<file path="src/rtl/async_hs_req_master.sv">
// Multi-channel 4-phase req/ack initiator: round-robin arbitration of per-channel
// single-entry requests onto one handshake bundle. Optional timeout via ASYNC_HS_TIMEOUT_EN.
module async_hs_req_master #(
    parameter int CHN_N            = 4,
    parameter int DATA_WIDTH       = 8,
    parameter int SYNC_STAGES      = 2,
    parameter int TIMEOUT_CYCLES   = 1023,
    parameter int simulation_delay = 1,
    localparam int CHN_W = (CHN_N > 1) ? $clog2(CHN_N) : 1
) (
    input  logic                        clk,
    input  logic                        rst,
    input  logic [CHN_N-1:0]            chn_req,
    input  logic [CHN_N*DATA_WIDTH-1:0] chn_data,
    output logic [CHN_N-1:0]            chn_busy,
    output logic [CHN_N-1:0]            chn_done,
    output logic [CHN_N-1:0]            chn_err,
    output logic                        hs_req,
    output logic [DATA_WIDTH-1:0]       hs_data,
    output logic [CHN_W-1:0]            hs_chn,
    input  logic                        hs_ack
);

    localparam logic [1:0] ST_IDLE = 2'd0;
    localparam logic [1:0] ST_REQ  = 2'd1;
    localparam logic [1:0] ST_REL  = 2'd2;

    logic [SYNC_STAGES-1:0] ack_sync_reg;
    logic                   ack_s;
    logic [1:0]             state_reg, state_next;
    logic [CHN_W-1:0]       rr_ptr_reg, grant_idx;
    logic [CHN_N-1:0]       pending_vec, busy_vec, done_reg;
    logic [DATA_WIDTH-1:0]  buf_data [CHN_N];
    logic                   hs_req_reg;
    logic [DATA_WIDTH-1:0]  hs_data_reg;
    logic [CHN_W-1:0]       hs_chn_reg;
    logic                   grant_fire, req_drop, rel_exit, set_err, tmo, rel_err;
    logic                   unused_cfg;

    always_ff @(posedge clk) begin
        if (rst) ack_sync_reg <= '0;
        else     ack_sync_reg <= {ack_sync_reg[SYNC_STAGES-2:0], hs_ack};
    end
    assign ack_s = ack_sync_reg[SYNC_STAGES-1];

    // One-deep request slot per channel; busy covers pending plus the active handshake.
    generate
        for (genvar gi = 0; gi < CHN_N; gi++) begin : g_chn
            logic                  pend_reg, busy_reg, accept;
            logic [DATA_WIDTH-1:0] data_reg;

            assign accept = chn_req[gi] && !busy_reg;

            always_ff @(posedge clk) begin
                if (rst) begin
                    pend_reg <= 1'b0;
                    busy_reg <= 1'b0;
                end else if (accept) begin
                    pend_reg <= 1'b1;
                    busy_reg <= 1'b1;
                end else begin
                    if (grant_fire && grant_idx == CHN_W'(gi)) pend_reg <= 1'b0;
                    if (rel_exit && hs_chn_reg == CHN_W'(gi)) busy_reg <= 1'b0;
                end
            end

            always_ff @(posedge clk) begin
                if (accept) data_reg <= chn_data[gi*DATA_WIDTH +: DATA_WIDTH];
            end

            assign pending_vec[gi] = pend_reg;
            assign busy_vec[gi]    = busy_reg;
            assign buf_data[gi]    = data_reg;
        end
    endgenerate

    // Scan downwards so the smallest offset from rr_ptr wins.
    always_comb begin
        int idx;
        idx       = 0;
        grant_idx = '0;
        for (int k = CHN_N - 1; k >= 0; k--) begin
            idx = int'(rr_ptr_reg) + k;
            if (idx >= CHN_N) idx = idx - CHN_N;
            if (pending_vec[CHN_W'(idx)]) grant_idx = CHN_W'(idx);
        end
    end

    always_comb begin
        state_next = state_reg;
        grant_fire = 1'b0;
        req_drop   = 1'b0;
        set_err    = 1'b0;
        rel_exit   = 1'b0;
        case (state_reg)
            ST_IDLE: if (|pending_vec) begin
                grant_fire = 1'b1;
                state_next = ST_REQ;
            end
            ST_REQ: if (ack_s) begin
                req_drop   = 1'b1;
                state_next = ST_REL;
            end else if (tmo) begin
                req_drop   = 1'b1;
                set_err    = 1'b1;
                state_next = ST_REL;
            end
            ST_REL: if (!ack_s || tmo) begin
                rel_exit   = 1'b1;
                state_next = ST_IDLE;
            end
            default: state_next = ST_IDLE;
        endcase
    end

    always_ff @(posedge clk) begin
        if (rst) begin
            state_reg   <= ST_IDLE;
            rr_ptr_reg  <= '0;
            hs_req_reg  <= 1'b0;
            hs_data_reg <= '0;
            hs_chn_reg  <= '0;
            done_reg    <= '0;
        end else begin
            state_reg <= state_next;
            done_reg  <= '0;
            if (grant_fire) begin
                hs_req_reg  <= 1'b1;
                hs_data_reg <= buf_data[grant_idx];
                hs_chn_reg  <= grant_idx;
            end
            if (req_drop) hs_req_reg <= 1'b0;
            if (rel_exit) begin
                if (!rel_err) done_reg[hs_chn_reg] <= 1'b1;
                rr_ptr_reg <= (hs_chn_reg == CHN_W'(CHN_N - 1)) ? '0 : hs_chn_reg + CHN_W'(1);
            end
        end
    end

`ifdef ASYNC_HS_TIMEOUT_EN
    localparam int TMR_W = ($clog2(TIMEOUT_CYCLES + 1) > 10) ? $clog2(TIMEOUT_CYCLES + 1) : 10;

    logic [TMR_W-1:0] tmr_reg;
    logic             err_flag_reg;
    logic [CHN_N-1:0] err_reg;

    assign tmo     = (state_reg != ST_IDLE) && (tmr_reg == TMR_W'(TIMEOUT_CYCLES - 1));
    // A REL timeout is only an error if ack never dropped in that same cycle.
    assign rel_err = err_flag_reg || (tmo && ack_s);

    always_ff @(posedge clk) begin
        if (rst) begin
            tmr_reg      <= '0;
            err_flag_reg <= 1'b0;
            err_reg      <= '0;
        end else begin
            err_reg <= '0;
            if (state_next != state_reg || state_reg == ST_IDLE) tmr_reg <= '0;
            else                                                 tmr_reg <= tmr_reg + TMR_W'(1);
            if (grant_fire)   err_flag_reg <= 1'b0;
            else if (set_err) err_flag_reg <= 1'b1;
            if (rel_exit && rel_err) err_reg[hs_chn_reg] <= 1'b1;
        end
    end

    assign chn_err    = err_reg;
    assign unused_cfg = (simulation_delay != 0);
`else
    assign tmo        = 1'b0;
    assign rel_err    = 1'b0;
    assign chn_err    = '0;
    assign unused_cfg = ^{set_err, (TIMEOUT_CYCLES != 0), (simulation_delay != 0)};
`endif

    assign chn_busy = busy_vec;
    assign chn_done = done_reg;
    assign hs_req   = hs_req_reg;
    assign hs_data  = hs_data_reg;
    assign hs_chn   = hs_chn_reg;

endmodule

</file>
<file path="config.mk">
export PLATFORM = sky130hd
export DESIGN_NAME = async_hs_req_master
export DESIGN_NICKNAME = d
export VERILOG_FILES = /design/src/rtl/async_hs_req_master.sv
export SDC_FILE = /design/constraint.sdc
export NUM_CORES = 1
export LEC_CHECK = 0
export BUFFER_PORTS_ARGS = -buffer_cell sky130_fd_sc_hd__buf_2
export CAP_MARGIN = 10
export CORE_MARGIN = 8
export CORE_UTILIZATION = 56
export DETAILED_ROUTE_END_ITERATION = 8
export GPL_TIMING_DRIVEN = 0
export PLACE_DENSITY = 0.91
export SKIP_LAST_GASP = 1
export SLEW_MARGIN = 20
export SYNTH_ARGS = -nofsm -noshare
export SYNTH_HDL_FRONTEND = slang
export SYNTH_SLANG_ARGS = --single-unit
</file>
<file path="constraint.sdc">
create_clock -name clk -period 4.5 [get_ports clk]
set_input_delay 0.45 -clock clk [delete_from_list [all_inputs] [get_ports clk]]
set_output_delay 0.45 -clock clk [all_outputs]
set_load 0.005 [all_outputs]
</file>
==> results.json, run 1 <==
{
  "status": "finished, final reports clean",
  "fin_crit_ns": 1.88,
  "cts_hold_buf": 0,
  "cts.sinks": 61,
  "design.core.area_sq_um": 4290,
  "synth_adder_area_share_pct": 2.04,
  "route.vias.total": 1677,
  "cts_resized": 0,
  "final_common_cell": "buf_2",
  "grt_max_degree": 11,
  "final_cell_mix": "buf_2 (60), edfxtp_1 (32), dfxtp_1 (29), mux2i_1 (18), nor2_1 (10)",
  "grt_pass1_wl_um": 8340,
  "max_freq_ghz": 0.533,
  "ant_nets": 0,
  "grt-ovfl-total": 0,
  "synth-main-ff-cell": "edfxtp_1",
  "antenna_found_initial": 0,
  "cts.clk_slew.worst_paths_ns": 0.07,
  "p_total_mw": 1.35,
  "gp_congestion": 0.792,
  "syn_inst": 186,
  "hpwlAfterDp_um": 3860,
  "critPathKind": "register to register",
  "synth_seq_cells": 61,
  "initialDrtViolationCount": 140,
  "cts_made_buffers": 9,
  "tightest_slew_ns": 0.916,
  "whs_ns": 0.284,
  "drtPass1Iterations": 7,
  "crit_fanout": 8,
  "htree_levels": 3,
  "finClkSkew_ns": 0.0111,
  "arrival_ns": 2.07,
  "ys_warn_count": 0,
  "std_cell_rows": 24,
  "die_y_um": 82.2,
  "yosys.area_share.xor_xnor_pct": 0.357,
  "hold_viol": 0,
  "synth_mux_area_share_pct": 7.34,
  "largest_reg_flops": 32,
  "avgSynthCellArea_sq_um": 13.2,
  "antenna_cells": 0,
  "cp-start-kind": "register",
  "synth.yosys.seq_area_share_pct": 62.8,
  "final_layout_size_suffix_gt1_share_pct": 34.5,
  "clk-insertion-delay-late_ns": 0.33,
  "vias_per_cell": 5.36,
  "cts_tree": "yes",
  "crit_required_ns": 4.70,
  "synth_compound_area_share_pct": 11.0,
  "maxCapViolations": 0,
  "cts_root_buf": "clkbuf_8",
  "synth_edf_count": 32,
  "syn-cell-area_sq_um": 2450,
  "routed_wirelength_um": 5310,
  "peakVddDrop_v": 0.000246,
  "port_buffers": 56,
  "numPlacedInstances": 297,
  "layout_setup_ws_ns": 2.62,
  "slew_viol_final": 0,
  "fin_util_pct": 70.3,
  "drc": 0,
  "finalSetupTns_ns": 0,
  "rsz0062_at_grt": "false",
  "cts_buffer_depth": 2,
  "critPathCaptureType": "register",
  "place_area_sq_um": 2810,
  "wl_per_cell_um": 17.0,
  "grt_usage_pct": 16.9,
  "hold_path.class": "primary input to register",
  "synthArstFlopShare_pct": 0,
  "synth_cell_type_count": 31,
  "cellLeakagePower_nw": 1.29,
  "fp.dieArea_sq_um": 6760,
  "nets": 299,
  "post_cts_buffers": 0,
  "maxSlewHeadroom_pct": 38.8,
  "stdcell_area_sq_um": 3020,
  "powerDensity_nw_per_um2": 448,
  "finalCritPeriodShare_pct": 41.7,
  "fill_cells": 317,
  "syn_to_final_growth_pct": 22.9,
  "layout.cells.non_filler": 313,
  "grt_pass1_vias": 1754,
  "place_ws_ns": 2.65,
  "synth_top_family_by_area": "simple AND/OR/NAND/NOR gates",
  "synthSimpleGateAreaFrac_pct": 11.1,
  "initial_core_util_pct": 57.2,
  "io_pins": 62,
  "fp.dieW_um": 82.2,
  "finalSetupViolCount": 0
}
## cell families after synthesis
kind of cell    count (synthesis)
fa+ha+maj                       4
simple gates                   48
compound gates                 30
mux                            18
flops                          61
xor+xnor                        1
buf+inv                        23
other cells                     1
## worst max-delay path, stage by stage (launching register included)
cell      delay, ns
dfxtp_1        0.41
nand3b_1       0.13
o21ai_1        0.08
a221oi_1       0.56
or3_1          0.18
buf_2          0.26
o221ai_2       0.13
## path summary, 6_finish.rpt
| kind | startpoint | end | slack, ns | cells past startpoint |
|---|---|---|---|---|
| max | g_chn[3].pend_reg$_SDFFE_PP0P_ | hs_data[7]$_SDFFE_PP0P_ | 2.62 | 6 |
| min | chn_data[4] | g_chn[0].data_reg[4]$_DFFE_PP_ | 0.28 | 1 |
| max reg2reg | g_chn[3].pend_reg$_SDFFE_PP0P_ | hs_data[7]$_SDFFE_PP0P_ | 2.62 | 6 |
| min reg2reg | ack_sync_reg[0]$_SDFF_PP0_ | ack_sync_reg[1]$_SDFF_PP0_ | 0.44 | 1 |
## layer usage
| metal | GRT usage [%] | routed length [um] |
|---|---|---|
| met4 | 10.0 | 146 |
| met5 | 0 | 0 |
| met1 | 19.0 | 2060 |
| met2 | 27.0 | 2670 |
| met3 | 6.28 | 435 |
## layout make-up
class                   instances  area (sq um)  share of cell area (%)
multi-input cells             105           796                    26.4
inverters                       6          22.5                   0.746
flip-flops and latches         61          1540                    51.1
plain buffers                  17           106                    3.52
repair buffers                 56           280                    9.29
well taps                      52          65.1                    2.16
clock inverters                 5          75.1                    2.49
clock buffers                  11           131                    4.35
## cell usage after synthesis (6+ instances only)
| cell | count | share of area [%] |
|---|---|---|
| a21oi_1 | 8 | 1.6 |
| nor2_1 | 10 | 1.5 |
| inv_1 | 6 | 0.92 |
| buf_4 | 8 | 2.4 |
| nand2_1 | 8 | 1.2 |
| mux2i_1 | 18 | 7.3 |
| nor2b_1 | 6 | 1.5 |
| nand3b_1 | 9 | 2.8 |
| o221ai_2 | 8 | 4.9 |
| dfxtp_1 | 29 | 24 |
| edfxtp_1 | 32 | 39 |
## report_power, final
group	switching [mW]	leakage (nW)	internal, mW	total [mW]
Clock	0.195	0.0986	0.308	0.503
Sequential	0.0266	0.544	0.633	0.660
Combinational	0.101	0.649	0.0873	0.189
Total	0.323	1.29	1.03	1.35
(Power assumes the default switching activity.)
==> run 2: changes to the inputs <==
--- a/config.mk
+++ b/config.mk
@@ -8,10 +8,10 @@
 export BUFFER_PORTS_ARGS = -buffer_cell sky130_fd_sc_hd__buf_2
 export CAP_MARGIN = 10
 export CORE_MARGIN = 8
-export CORE_UTILIZATION = 56
+export CORE_UTILIZATION = 47
 export DETAILED_ROUTE_END_ITERATION = 8
 export GPL_TIMING_DRIVEN = 0
-export PLACE_DENSITY = 0.91
+export PLACE_DENSITY = 0.82
 export SKIP_LAST_GASP = 1
 export SLEW_MARGIN = 20
 export SYNTH_ARGS = -nofsm -noshare
==> constraint.sdc (replaced) <==
create_clock -name clk -period 1.67 [get_ports clk]
set_input_delay 0.167 -clock clk [delete_from_list [all_inputs] [get_ports clk]]
set_output_delay 0.167 -clock clk [all_outputs]
set_load 0.005 [all_outputs]
==> run 2 against run 1 <==
First-iteration DRC count decreased by 14%. Utilization decreased by 4.5 points. Clock power increased by 150%. Worst setup slack got worse by 2.6 ns. Maximum frequency increased by 13%. Design area increased by 11%. Worst hold slack got worse by 0.28 ns. Via count increased by 6.4%. Die area increased by 15%. Final cell count increased by 14%. Global-route usage decreased by 1.7 points.
==> results.json, run 2 (synthesis results as in run 1) <==
{
  "status": "finished, final reports clean",
  "max_freq_ghz": 0.603,
  "cts_made_buffers": 9,
  "powerDensity_nw_per_um2": 1090,
  "maxSlewHeadroom_pct": 51.8,
  "fill_cells": 380,
  "crit_chain": "nand2b_1, a21oi_1, a211o_1, buf_6, mux2i_1, o221ai_2",
  "route.vias.total": 1784,
  "cp_slowest_cell": "dfxtp_2",
  "max_stage_delay_ns": 0.37,
  "cts.clk_slew.worst_paths_ns": 0.06,
  "arrival_ns": 1.87,
  "grt-ovfl-total": 0,
  "finClkSkew_ns": 0.0160,
  "hold_viol": 0,
  "grt_pass1_wl_um": 8830,
  "drc": 0,
  "die_y_um": 88.3,
  "grt_usage_pct": 15.2,
  "antenna_found_initial": 0,
  "final_cell_mix": "buf_2 (56), edfxtp_1 (32), dfxtp_1 (23), dlygate4sd3_1 (22), mux2i_1 (12)",
  "finalSetupViolCount": 0,
  "final_layout_size_suffix_gt1_share_pct": 39.2,
  "antenna_cells": 0,
  "wl_per_cell_um": 16.1,
  "layout.cells.non_filler": 356,
  "cts_tree": "yes",
  "vias_per_cell": 5.01,
  "globalRouteMet2Util_pct": 25.1,
  "switching_share_pct": 25.6,
  "whs_ns": 0.00734,
  "internal-power_mw": 2.71,
  "syn_to_final_growth_pct": 36.0,
  "rsz0062_at_grt": "true",
  "gp_congestion": 0.821,
  "grt_pass1_vias": 1889,
  "met3_usage_pct": 5.01,
  "tightest_slew_ns": 0.722,
  "grt_max_degree": 12,
  "crit_fanout": 10,
  "nets": 324,
  "crit_required_ns": 1.89,
  "initialDrtViolationCount": 120,
  "maxCapViolations": 0,
  "fp.dieArea_sq_um": 7790,
  "design.core.area_sq_um": 5070,
  "cts.sinks": 61,
  "combPwrFrac_pct": 16.8,
  "finalCritPeriodShare_pct": 99.4,
  "power_frac_seq_pct": 49.0,
  "ant_nets": 0,
  "critPathCaptureType": "register",
  "slew_viol_final": 0,
  "drtPass1Iterations": 5,
  "routed_wirelength_um": 5720,
  "fp.dieW_um": 88.3,
  "top_usage_layer": "met2",
  "htree_levels": 3,
  "initial_core_util_pct": 48.4,
  "final_common_cell": "buf_2",
  "switchingPower_mw": 0.931,
  "largest_reg_flops": 32,
  "io_pins": 62,
  "hold_path.class": "primary input to register",
  "cts_buffer_depth": 2,
  "cellLeakagePower_nw": 1.40,
  "pwr-share-clk_pct": 34.2,
  "cp-start-kind": "register",
  "cts_root_buf": "clkbuf_8",
  "fin_util_pct": 65.8,
  "critPathKind": "register to register",
  "numPlacedInstances": 315,
  "peakVddDrop_v": 0.000731,
  "std_cell_rows": 26,
  "hpwlAfterDp_um": 3770,
  "fin_crit_ns": 1.66,
  "port_buffers": 56,
  "clk-insertion-delay-late_ns": 0.34,
  "grt_use_met1_pct": 16.8
}
## run 2: stage by stage
stage	setup slack, ns	setup TNS (ns)	power [mW]	cell area, sq um
finish	0.0106	0	3.64	3340
detailed placement	-0.235	-1.81	2.31	2830
floorplan	0.0535	0	2.12	2470
global route	-0.0455	-0.220	3.79	3340
CTS	0.000959	0	3.60	3280
global placement	-0.140	-1.10	2.29	2830
## run 2: worst paths after layout
| check | from | cells after the start | to | slack (ns) |
|---|---|---|---|---|
| worst min register to register | ack_sync_reg[0]$_SDFF_PP0_ | 1 | ack_sync_reg[1]$_SDFF_PP0_ | 0.45 |
| worst min-delay path | chn_data[8] | 1 | g_chn[1].data_reg[0]$_DFFE_PP_ | 0.007 |
| worst max register to register | rr_ptr_reg[1]$_SDFFE_PP0P_ | 6 | hs_data[5]$_SDFFE_PP0P_ | 0.01 |
| worst max-delay path | rr_ptr_reg[1]$_SDFFE_PP0P_ | 6 | hs_data[5]$_SDFFE_PP0P_ | 0.01 |
## run 2: critical path, delay by kind of cell (launching register included)
kind | cells | cell delay [ns]
buffers and inverters | 1 | 0.22
DFF | 1 | 0.37
muxes | 1 | 0.28
AOI/OAI and AO/OA | 3 | 0.52
and+or+nand+nor | 1 | 0.16
## run 2: area by class of cell
| type | count | area (sq um) | share of cell area, % |
|---|---|---|---|
| buffer | 17 | 133 | 3.97 |
| sequential | 61 | 1560 | 46.6 |
| timing repair buffer | 81 | 523 | 15.7 |
| tap | 70 | 87.6 | 2.62 |
| clock buffer | 11 | 131 | 3.93 |
| multi-input combinational | 105 | 833 | 25.0 |
| clock inverter | 5 | 52.6 | 1.57 |
| inverter | 6 | 22.5 | 0.674 |
## run 2: repair_timing
item | in CTS | in global routing
buffers inserted | 2 | 1
hold buffers | 22 | 0
setup endpoints to repair | 9 | 14
gates resized for setup | 11 | 19
endpoints found under the hold margin | 22 | 0
cloned | 0 | 0
pin swaps | 2 | 4
## run 2: per-layer routing
metal / part of all wire (%) / routed length, um
met5: 0 / 0
met4: 2.7 / 156
met3: 6.8 / 389
met2: 50 / 2890
met1: 40 / 2290
## run 2: power groups by stage
stage / clock, mW / sequential (mW) / combinational, mW
floorplan: 0 / 1.79 / 0.325
global placement: 0 / 1.80 / 0.495
detailed placement: 0 / 1.80 / 0.508
CTS: 1.25 / 1.78 / 0.574
global route: 1.34 / 1.79 / 0.663
finish: 1.24 / 1.78 / 0.610
==> run 3: changes to the inputs <==
--- a/config.mk
+++ b/config.mk
@@ -12,6 +12,7 @@
 export DETAILED_ROUTE_END_ITERATION = 8
 export GPL_TIMING_DRIVEN = 0
 export PLACE_DENSITY = 0.82
+export RECOVER_POWER = 100
 export SKIP_LAST_GASP = 1
 export SLEW_MARGIN = 20
 export SYNTH_ARGS = -nofsm -noshare
==> run 3 against run 2 <==
Clock power barely moved. Maximum frequency fell by 0.36%. Clock skew fell by 0.0024 ns. Total power fell by 0.45%. Global-route usage did not move. Design area fell by 0.49%. Non-clock buffer count did not move. Utilization fell by 0.32 points. Register-to-register slack barely moved. Critical path type unchanged. Largest power group unchanged.
==> results.json, run 3 (synthesis results as in run 1) <==
{
  "min_to": "g_chn[1].data_reg[0]$_DFFE_PP_",
  "design.core.area_sq_um": 5070,
  "largest_reg_flops": 32,
  "status": "finished, final reports clean",
  "gp_congestion": 0.821,
  "cts_made_buffers": 9,
  "cp_top_family": "compound AO/OA/AOI/OAI gates",
  "critPathCaptureType": "register",
  "route.vias.total": 1775,
  "antenna_cells": 0,
  "grt_use_met1_pct": 16.8,
  "maxSlewHeadroom_pct": 54.3,
  "crit_required_ns": 1.89,
  "ant_nets": 0,
  "nets": 324,
  "final_layout_size_suffix_gt1_share_pct": 34.6,
  "top_usage_layer": "met2",
  "r2r-start": "rr_ptr_reg[1]$_SDFFE_PP0P_",
  "met3_usage_pct": 5.01,
  "initial_core_util_pct": 48.4,
  "max_stage_delay_ns": 0.37,
  "finClkSkew_ns": 0.0136,
  "io_pins": 62,
  "peakVddDrop_v": 0.000734,
  "crit_fanout": 10,
  "layout_setup_ws_ns": 0.00467,
  "cts_tree": "yes",
  "whs_ns": 0.00911,
  "cts.clk_slew.worst_paths_ns": 0.08,
  "cellLeakagePower_nw": 1.34,
  "antenna_found_initial": 0,
  "hold_path.class": "primary input to register",
  "hpwlAfterDp_um": 3770,
  "cp_slowest_cell": "dfxtp_2",
  "globalRouteMet2Util_pct": 25.1,
  "p_total_mw": 3.62,
  "grt_max_degree": 12,
  "wl_per_cell_um": 16.0,
  "reg2reg_depth": 6,
  "min-delay-start": "chn_data[8]",
  "place_ws_ns": -0.235,
  "cts.sinks": 61,
  "drtPass1Iterations": 4,
  "routed_wirelength_um": 5690,
  "critPathKind": "register to register",
  "path_buf_inv": 1,
  "finalSetupViolCount": 0,
  "arrival_ns": 1.89,
  "fp.dieArea_sq_um": 7790,
  "maxCapViolations": 0,
  "grt_pass1_vias": 1889,
  "grt-ovfl-total": 0,
  "initialDrtViolationCount": 143,
  "max_freq_ghz": 0.600,
  "crit_chain": "nand2b_1, a21oi_1, a211o_1, buf_6, mux2i_1, o221ai_2",
  "grt_usage_pct": 15.2,
  "rrSetupSlack_ns": 0.005,
  "drc": 0,
  "hold_viol": 0,
  "numPlacedInstances": 315,
  "die_y_um": 88.3,
  "final_cell_mix": "buf_2 (43), edfxtp_1 (32), dfxtp_1 (23), dlygate4sd3_1 (22), clkbuf_1 (18)",
  "fin_crit_ns": 1.67,
  "htree_levels": 3,
  "cp-start-kind": "register",
  "std_cell_rows": 26,
  "cts_buffer_depth": 2,
  "tightest_slew_ns": 0.684,
  "final_common_cell": "buf_2",
  "port_buffers": 56,
  "clk-insertion-delay-late_ns": 0.34,
  "rsz0062_at_grt": "true",
  "whs_path_depth": 1,
  "syn_to_final_growth_pct": 35.4,
  "grt_pass1_wl_um": 8830,
  "reg2reg_to": "hs_data[4]$_SDFFE_PP0P_",
  "slew_viol_final": 0,
  "layout.cells.non_filler": 356,
  "fp.dieW_um": 88.3,
  "cts_root_buf": "clkbuf_8",
  "vias_per_cell": 4.99,
  "finalCritPeriodShare_pct": 99.7,
  "powerDensity_nw_per_um2": 1090
}
-- run 3: layout make-up --
cell class | instances | area [sq um]
fillers | 385 | 1750
flip-flops and latches | 61 | 1560
multi-input cells | 105 | 833
repair buffers | 81 | 507
plain buffers | 17 | 133
clock buffers | 11 | 131
well taps | 70 | 87.6
clock inverters | 5 | 52.6
inverters | 6 | 22.5
-- run 3: routing by layer --
| layer | wire [um] | part of all wire, % | vias up |
|---|---|---|---|
| met1 | 2280 | 40 | 834 |
| li1 | - | - | 861 |
| met2 | 2910 | 51 | 66 |
| met4 | 109 | 1.9 | 0 |
| met3 | 389 | 6.8 | 14 |
| met5 | 0 | 0 | - |
-- run 3: how the worst max path moves through the flow --
stage	startpoint	to	slack, ns	cells after the start
after floorplan	g_chn[3].pend_reg$_SDFFE_PP0P_	hs_data[7]$_SDFFE_PP0P_	0.05	6
after global placement	g_chn[3].pend_reg$_SDFFE_PP0P_	hs_data[3]$_SDFFE_PP0P_	-0.14	6
after detailed placement	g_chn[3].pend_reg$_SDFFE_PP0P_	hs_data[1]$_SDFFE_PP0P_	-0.23	6
after CTS	g_chn[1].pend_reg$_SDFFE_PP0P_	hs_data[1]$_SDFFE_PP0P_	0.001	6
after global routing	rr_ptr_reg[1]$_SDFFE_PP0P_	hs_data[4]$_SDFFE_PP0P_	-0.05	6
final	rr_ptr_reg[1]$_SDFFE_PP0P_	hs_data[4]$_SDFFE_PP0P_	0.005	6
-- run 3: what timing repair did --
action,in CTS,in global routing
hold endpoints to repair,22,0
hold buffers,22,0
buffers inserted,2,1
pin swaps,2,4
resized for setup,11,19
endpoints found under the setup margin,9,14
-- run 3: power breakdown --
part           leakage (nW)  internal, mW  switching [mW]
logic                 0.700         0.306           0.291
clock network        0.0931         0.682           0.558
registers             0.547          1.71          0.0764
total                  1.34          2.69           0.926
-- run 3: metrics by stage --
step / TNS (ns) / instance area [sq um] / utilization, %
final: 0 / 3320 / 65.5
after global routing: -0.220 / 3320 / 65.5
after CTS: 0 / 3280 / 64.6
after detailed placement: -1.81 / 2830 / 55.8
after global placement: -1.10 / 2830 / 55.8
after floorplan: 0 / 2470 / -
